`config.mk`:
```
export PLATFORM = sky130hd
export DESIGN_NAME = path_delay_scheduler
export DESIGN_NICKNAME = d
export VERILOG_FILES = /design/src/rtl/path_delay_pkg.sv /design/src/rtl/transition_delay_lut.sv /design/src/rtl/path_delay_scheduler.sv
export SDC_FILE = /design/constraint.sdc
export NUM_CORES = 1
export LEC_CHECK = 0
export BUFFER_PORTS_ARGS = -buffer_cell sky130_fd_sc_hd__buf_2
export CAP_MARGIN = 5
export CORE_MARGIN = 5
export CORE_UTILIZATION = 55
export CTS_CLUSTER_SIZE = 8
export DETAILED_ROUTE_END_ITERATION = 10
export PLACE_DENSITY = 0.81
export SLEW_MARGIN = 20
export SYNTH_ARGS = -nofsm -noshare
export SYNTH_HDL_FRONTEND = slang
export SYNTH_SLANG_ARGS = --single-unit
```
`constraint.sdc`:
```
create_clock -name clk -period 6 [get_ports clk]
set_input_delay 1.2 -clock clk [delete_from_list [all_inputs] [get_ports clk]]
set_output_delay 1.2 -clock clk [all_outputs]
set_load 0.02 [all_outputs]
```
`src/rtl/path_delay_pkg.sv`:
```
// Shared encodings for the path-delay scheduler: 4-state value codes,
// transition-delay register indices and FSM states.
package path_delay_pkg;

  typedef logic [1:0] val4_t;
  localparam val4_t V0 = 2'b00;
  localparam val4_t V1 = 2'b01;
  localparam val4_t VZ = 2'b10;
  localparam val4_t VX = 2'b11;

  typedef enum logic [2:0] {T01, T10, T0Z, TZ1, T1Z, TZ0} trans_e;

  localparam int DLY_CNT = 6;

  typedef enum logic {S_IDLE, S_WAIT} state_e;

endpackage

```
`src/rtl/transition_delay_lut.sv`:
```
// Combinational lookup of the transition delay for a from->to value change,
// with pessimistic min/max rules for transitions into and out of x.
module transition_delay_lut
  import path_delay_pkg::*;
#(
  parameter int DW = 8
) (
  input  logic [1:0]                 from,
  input  logic [1:0]                 to,
  input  logic [DLY_CNT-1:0][DW-1:0] dly,
  output logic [DW-1:0]              d
);

  function automatic logic [DW-1:0] fmin(input logic [DW-1:0] a, input logic [DW-1:0] b);
    return (a < b) ? a : b;
  endfunction

  function automatic logic [DW-1:0] fmax(input logic [DW-1:0] a, input logic [DW-1:0] b);
    return (a > b) ? a : b;
  endfunction

  always_comb begin
    d = '0;
    case ({from, to})
      {V0, V1}: d = dly[int'(T01)];
      {V1, V0}: d = dly[int'(T10)];
      {V0, VZ}: d = dly[int'(T0Z)];
      {VZ, V1}: d = dly[int'(TZ1)];
      {V1, VZ}: d = dly[int'(T1Z)];
      {VZ, V0}: d = dly[int'(TZ0)];
      // entering x takes the earliest possible edge, leaving x the latest
      {V0, VX}: d = fmin(dly[int'(T01)], dly[int'(T0Z)]);
      {V1, VX}: d = fmin(dly[int'(T10)], dly[int'(T1Z)]);
      {VZ, VX}: d = fmin(dly[int'(TZ0)], dly[int'(TZ1)]);
      {VX, V0}: d = fmax(dly[int'(T10)], dly[int'(TZ0)]);
      {VX, V1}: d = fmax(dly[int'(T01)], dly[int'(TZ1)]);
      {VX, VZ}: d = fmax(dly[int'(T0Z)], dly[int'(T1Z)]);
      default:  d = '0;
    endcase
  end

endmodule

```
`src/rtl/path_delay_scheduler.sv`:
```
// Inertial transition-delay emulation: holds a 4-state output and applies a
// new input value only after the programmed delay for that transition.
module path_delay_scheduler
  import path_delay_pkg::*;
#(
  parameter int DW = 8
) (
  input  logic          clk,
  input  logic          rst_n,
  input  logic          cfg_we,
  input  logic [2:0]    cfg_sel,
  input  logic [DW-1:0] cfg_data,
  input  logic [1:0]    in_val,
  output logic [1:0]    out_val,
  output logic          busy,
  output logic          upd,
  output logic          cancel
);

  state_e                 state_q, state_d;
  logic [1:0]             out_q, tgt_q;
  logic [DW-1:0]          cnt_q, lut_d, ld_cnt;
  logic [DLY_CNT-1:0][DW-1:0] dly_q;
  logic                   upd_q, cancel_q;

  transition_delay_lut #(.DW(DW)) u_lut (
    .from (out_q),
    .to   (in_val),
    .dly  (dly_q),
    .d    (lut_d)
  );

  // D=0 is treated as D=1 so there is never a zero-cycle path
  assign ld_cnt = (lut_d == '0) ? '0 : lut_d - DW'(1);

  always_ff @(posedge clk or negedge rst_n) begin
    if (!rst_n) state_q <= S_IDLE;
    else        state_q <= state_d;
  end

  always_comb begin
    state_d = state_q;
    case (state_q)
      S_IDLE: if (in_val != out_q) state_d = S_WAIT;
      S_WAIT: begin
        if (in_val == out_q)      state_d = S_IDLE;
        else if (in_val != tgt_q) state_d = S_WAIT;
        else if (cnt_q == '0)     state_d = S_IDLE;
      end
      default: state_d = S_IDLE;
    endcase
  end

  always_ff @(posedge clk or negedge rst_n) begin
    if (!rst_n) begin
      out_q    <= V0;
      tgt_q    <= V0;
      cnt_q    <= '0;
      upd_q    <= 1'b0;
      cancel_q <= 1'b0;
      for (int i = 0; i < DLY_CNT; i++) dly_q[i] <= DW'(1);
    end else begin
      upd_q    <= 1'b0;
      cancel_q <= 1'b0;
      // selection above reads dly_q before this write lands
      for (int i = 0; i < DLY_CNT; i++)
        if (cfg_we && cfg_sel == 3'(i)) dly_q[i] <= cfg_data;
      case (state_q)
        S_IDLE: if (in_val != out_q) begin
          tgt_q <= in_val;
          cnt_q <= ld_cnt;
        end
        S_WAIT: begin
          if (in_val == out_q) begin
            cancel_q <= 1'b1;
          end else if (in_val != tgt_q) begin
            tgt_q    <= in_val;
            cnt_q    <= ld_cnt;
            cancel_q <= 1'b1;
          end else if (cnt_q == '0) begin
            out_q <= tgt_q;
            upd_q <= 1'b1;
          end else begin
            cnt_q <= cnt_q - DW'(1);
          end
        end
        default: ;
      endcase
    end
  end

  always_comb begin
    busy    = (state_q == S_WAIT);
    upd     = upd_q;
    cancel  = cancel_q;
    out_val = out_q;
  end

endmodule

```
Word level (Yosys, flattened, before mapping)
Index checks and enable logic that the tools add are counted.
W data, S select, Z words.
- word-level logic and storage cells: 88
- bits in registers: 63
- input port bits: 16
- output and inout port bits: 5
- reduce and logical (&&, ||, !) cells: 12
- equality and inequality tests: 24
- multiplexer cells: 29
- add/subtract/negate cells: 2
- bitwise operators: 3
- order comparisons: 6
- operator list (cell ; number):
    $pmux W8 S12 ; 1
    $mux W8 ; 11
    $eq A4 B4 Y1 const B ; 6
    $gt A8 B8 Y1 ; 3
    $lt A8 B8 Y1 ; 3
    $logic_not A8 Y1 ; 2
    $pmux W8 S2 ; 1
    $sub A8 B1 Y8 const B ; 2
    $eq A4 B3 Y1 const B ; 3
    $mux W1 ; 11
    $eq A4 B2 Y1 const B ; 2
    $eq A3 B2 Y1 const B ; 2
    $eq A3 B3 Y1 const B ; 2
    $logic_and A1 B1 Y1 ; 6
    $mux W2 ; 3
    $reduce_and A3 Y1 ; 2
    $eq A4 B1 Y1 const B ; 1
    $ne A2 B2 Y1 ; 2
    $ne A2 B2 Y1 const B ; 2
    $pmux W2 S2 ; 1
    $reduce_and A4 Y1 ; 1
    $eq A3 B1 Y1 const B ; 1
    $logic_not A3 Y1 ; 1
    $ne A3 B3 Y1 const B ; 1
    4 further kinds ; 6

Depth between registers and ports, before layout
- depth in word-level cells: 8
- depth in mapped cells: 15
- mapped depth without buffers: 14

Cells and area by module
From an unflattened synthesis, not the netlist that was laid out.
- cells, all modules: 551
- area total of the unflattened synthesis: 5318.9 um^2
- by module, submodules not included (module ; sequential area each (um^2) ; cells each ; area each (um^2) ; instances):
    path_delay_scheduler ; 1584.0 ; 213 ; 2850.2 ; 1
    transition_delay_lut ; 0.0 ; 338 ; 2468.6 ; 1

Worst setup path before layout
No wires, ideal clock.
- path type: input to register
- from: input port in_val[1]
- to: register cnt_q[6]
- setup time: 140 ps
- data required time: 5860 ps
- setup slack: 2407 ps
- buffers on the path: 2
- stages on the path: 13
- arrival: 3453 ps
- path through: clkbuf_1 > buf_4 > nor2_1 > a222oi_1 > o221ai_1 > nor4_2 > o211ai_1 > nor2_1 > ha_1 > nand2_1 > nor4_1 > xor2_1 > o221ai_1
- longest elaborated chain between the ends: 7
- elaborated cells on any way between the ends: 27
- those cells by class: add/sub: 1; eq/ne: 18; mux: 6; reduce/logical: 2
- ends and longest elaborated chain (element ; RTL line ; source):
    start: declaration ; path_delay_scheduler.sv:13 ; input logic [1:0] in_val,
    $eq A4 B4 Y1 (tied with other cells) ; transition_delay_lut.sv:24 ; case ({from, to})
    $pmux W8 S12 ; transition_delay_lut.sv:24 ;
    $sub A8 B1 Y8 or $logic_not A8 Y1 (tied branches) ; path_delay_scheduler.sv:34 ; assign ld_cnt = (lut_d == '0) ? '0 : lut_d - DW'(1);
    $mux W8 ; path_delay_scheduler.sv:34 ;
    $mux W8 ; path_delay_scheduler.sv:76 ; end else if (in_val != tgt_q) begin
    $mux W8 ; path_delay_scheduler.sv:74 ; if (in_val == out_q) begin
    $pmux W8 S2 ; path_delay_scheduler.sv:68 ; case (state_q)
    end signal: assignment ; path_delay_scheduler.sv:71 ; cnt_q <= ld_cnt;
    end signal: assignment ; path_delay_scheduler.sv:78 ; cnt_q <= ld_cnt;
    end signal: assignment ; path_delay_scheduler.sv:84 ; cnt_q <= cnt_q - DW'(1);
    end: declaration ; path_delay_scheduler.sv:22 ; logic [DW-1:0] cnt_q, lut_d, ld_cnt;
Several ways; a longest one is shown, not always the timed one. The select of a mux whose other input is x is not followed.
A chain may end at the register's enable or synchronous reset.

Final worst setup path
- from: register dly_q[18] in the netlist's numbering
- to: register cnt_q[6]
- longest elaborated chain between the ends: 8
- elaborated cells on any way between the ends: 12
- those cells by class: add/sub: 1; order compare: 2; mux: 8; reduce/logical: 1
- ends and longest elaborated chain (element ; RTL line ; source):
    start: declaration ; path_delay_scheduler.sv:23 ; logic [DLY_CNT-1:0][DW-1:0] dly_q;
    start signal: indexed assignment ; path_delay_scheduler.sv:67 ; if (cfg_we && cfg_sel == 3'(i)) dly_q[i] <= cfg_data;
    $gt A8 B8 Y1 or $lt A8 B8 Y1 (tied branches) ; transition_delay_lut.sv:19, transition_delay_lut.sv:15 ;
    $mux W8 (on tied branches) ; transition_delay_lut.sv:19, transition_delay_lut.sv:15 ;
    $pmux W8 S12 * ; transition_delay_lut.sv:24 ;
    $sub A8 B1 Y8 or $logic_not A8 Y1 (tied branches) ; path_delay_scheduler.sv:34 ;
    $mux W8 * ; path_delay_scheduler.sv:34 ;
    $mux W8 ; path_delay_scheduler.sv:76 ;
    $mux W8 ; path_delay_scheduler.sv:74 ;
    $pmux W8 S2 * ; path_delay_scheduler.sv:68 ;
Mark *: on every way between the ends. The rest lies on a longest branch, timed or not. The select of a mux whose other input is x is not followed.

==> summary.md <==
| Metric | Value |
|---|---|
| # rows | `36` |
| Post-CTS Hold Buffers | `0` |
| Diode count | `0` |
| Internal | `about 1300 µW` |
| Dominant cell type by area after synthesis | `dfrtp_1` |
| Highest clock rate | `between 200 and 250 MHz` |
| Maxcap violations | `0` |
| Nets@finish | `681` |
| Initial antenna violation count | `0` |
| Max IR drop VDD | `202 µV` |
| #FFs+latches synth | `63` |
| Kind of critical path | `register to register` |
| Die footprint | `around 0.012 mm²` |
| Clk_skew | `approximately 10 ps` |
| Count leader, synth | `nand2_1` |
| Top_reg_cell synth | `dfrtp_1` |
| Total power | `2560 µW` |
| Sequential element share of the synthesized area | `0.294` |
| Port bufs | `20` |
| Layout cell share with drive strength beyond 1 | `0.166` |
| Netlist cell types | `72` |
| Worst-skew pair later-pin latency | `between 300 and 400 ps` |
| Vias/cell | `between 6 and 7` |
| Root buffer cell | `clkbuf_8` |
| Fin. Hold Viols | `0` |
| Global route total overflow | `0` |
| Power Density | `between 400 and 500 mW/mm²` |
| Least-Margin Pin Slew | `between 1000 and 1500 ps` |
| Worst-path fanout max | `10` |
| Critical Path Start Type | `register` |
| Seq pwr share | `0.313` |
| CTS tree | `done` |
| Switching share of total power | `0.483` |
| Post-synth top cells | `nand2_1 (68), dfrtp_1 (57), ha_1 (48), mux2_2 (39), nor2_1 (39)` |
| Die height | `around 110 µm` |
| Routed WL | `roughly 18000 µm` |
| Slew Limit Headroom | `0.301` |
| Crit path arrival time | `between 4000 and 5000 ps` |
| Yosys warning count | `0` |
| Vias | `between 5000 and 6000` |
| Largest net degree at the start of global routing | `64` |
| Final Wtd Congestion | `about 1.0` |
| Worst Setup End Kind | `register` |
| Synth top area share | `0.265` |
| Endpoints failing setup | `0` |
| Post-CTS Setup Bufs | `0` |
| TritonCTS buffer count | `9` |
| Clock Sinks | `63` |
| RSZ-0062 raised after global routing | `false` |
| Post-DRT Antenna Nets | `0` |
| DIE WIDTH | `around 110 µm` |
| Drt initial violations | `approximately 820` |
| Largest cells by area after synthesis | `dfrtp_1 (27%), ha_1 (11%), mux2_2 (8.2%)` |
| Net switching power | `1230 µW` |
| Resize count post-CTS | `0` |
| Logic gate share of total power | `0.542` |
| Pins over their slew limit | `0` |
| Core footprint | `just under 0.01 mm²` |
| Min-delay worst type | `register to register` |
| TNS Setup | `0 ps` |
| Number of synthesized flops with an enable pin | `0` |
| Residual DRC count | `0` |
| CTS max path bufs | `2` |
| # IOs | `21` |
| Ys async rst share | `1.00` |
| Critical Path RT | `about 6200 ps` |
| Clock H-tree levels | `3` |
| Clock-pin slew on the worst setup and hold paths | `70 ps` |
| Initial Utilization | `0.558` |
| Mapped Cells | `approximately 600` |
| Crit path time final | `4060 ps` |
| Post-DP HPWL | `13600 µm` |
| Status | `finished, final reports clean` |
| Mapped Area | `0.00538 mm²` |
| Pre-Repair DR Iteration Count | `8` |
| WL/cell | `23.5 µm` |
| Total GRT Usage | `0.317` |
| Period utilization | `0.676` |
| Global-route wire length before repair | `about 28000 µm` |
| P&R area growth vs syn | `7.30%` |
| Number of global-route vias before repair | `4998` |
| Clock group share of total power | `0.145` |
| Syn Area/Cell | `~9 µm²` |
| Post-synth net total | `roughly 670` |
| Pleak | `approximately 0.0025 µW` |
per-layer routing:
metal | vias to the layer above | wire length (µm) | global-route usage
li1 | 2317 | - | -
met1 | 2441 | 7690 | 0.440
met2 | 250 | 8190 | 0.495
met3 | 46 | 1350 | 0.0515
met4 | 0 | 501 | 0.123
met5 | - | 0 | 0
flip-flops by register name (all words and copies together), names as in the netlist:
signal   cells
busy         1
cancel       1
cnt_q        8
dly_q       48
out_val      2
tgt_q        2
upd          1
worst paths after layout:
check	start	endpoint	slack (ps)	depth (start not counted)
max in group asynchronous	rst_n	dly_q[11]	4400	2
setup reg to reg	dly_q[18]	cnt_q[6]	1940	14
hold / removal	cnt_q[7]	upd	500	1
hold reg to reg	cnt_q[7]	upd	500	1
min in group asynchronous	rst_n	dly_q[36]	1010	2
setup / recovery	dly_q[18]	cnt_q[6]	1940	14
through the flow:
| stage | setup slack [ps] | hold slack [ps] | cells | utilization | cell area, µm² |
|---|---|---|---|---|---|
| 5_1_grt | 1870 | 521 | 755 | 0.599 | 5770 |
| 2_1_floorplan | 2410 | 455 | 603 | - | 5380 |
| 6_report | 1940 | 501 | 755 | 0.599 | 5770 |
| 3_3_place_gp | 1930 | 476 | 739 | 0.579 | 5580 |
| 3_5_place_dp | 1820 | 481 | 739 | 0.579 | 5580 |
| 4_1_cts | 2070 | 497 | 755 | 0.598 | 5770 |
kinds of logic after synthesis:
kind of cell    Yosys count  synth area share
mux                      66             0.132
compound gates          161             0.209
simple gates            200             0.195
buf+inv                  58            0.0467
fa+ha+maj                48             0.112
xor+xnor                  7            0.0114
flops                    63             0.294
power by group through the flow:
stage,combinational (µW),sequential (µW),clock [µW]
final,1390,800,370
after global routing,1540,814,391
after CTS,1370,787,375
after detailed placement,1360,795,0
after global placement,1310,790,0
after floorplan,1100,675,0
critical path: stages (launching register included):
cell and delay (ps):
dfrtp_1 450, inv_1 200, ha_1 280, a211o_1 300
a31oi_1 300, o311a_1 580, mux2i_1 150, a2111oi_1 350
o2111ai_1 270, inv_1 160, ha_1 200, nand2_1 70
nor4_1 260, xor2_1 210, o221ai_1 130
cells in the final DEF (no fill, tap or decap), types with 3 or more instances in the layout:
master and n:
nor3_1 17, xor2_1 3, nor2b_1 10, o21ai_1 8, nor2_1 39, o31ai_1 3
mux2_2 39, nand2b_1 4, nor4b_1 3, xnor2_1 4, and2_1 3, ha_1 48
and4_1 3, a32o_1 3, dfstp_2 6, buf_2 20, mux2i_1 26, or3_1 4
o22ai_1 11, nor4_1 4, a21oi_1 21, nand3_1 13, a22oi_1 14, o21ai_0 36
buf_4 4, nand4_1 10, a31oi_1 8, nand2_1 68, inv_1 35, o2111ai_1 3
clkinv_2 5, a32oi_1 5, a211oi_1 5, o211ai_1 9, dfrtp_1 57, clkbuf_8 9
o221ai_1 5, a222oi_1 7
final cells by class:
class,count,area (µm²)
Fill cell,889,3860
Multi-Input combinational cell,482,3570
Sequential cell,63,1580
Tap cell,133,166
Inverter,37,139
Timing Repair Buffer,24,130
Clock buffer,9,124
Clock inverter,7,63.8
(Power assumes the default switching activity.)
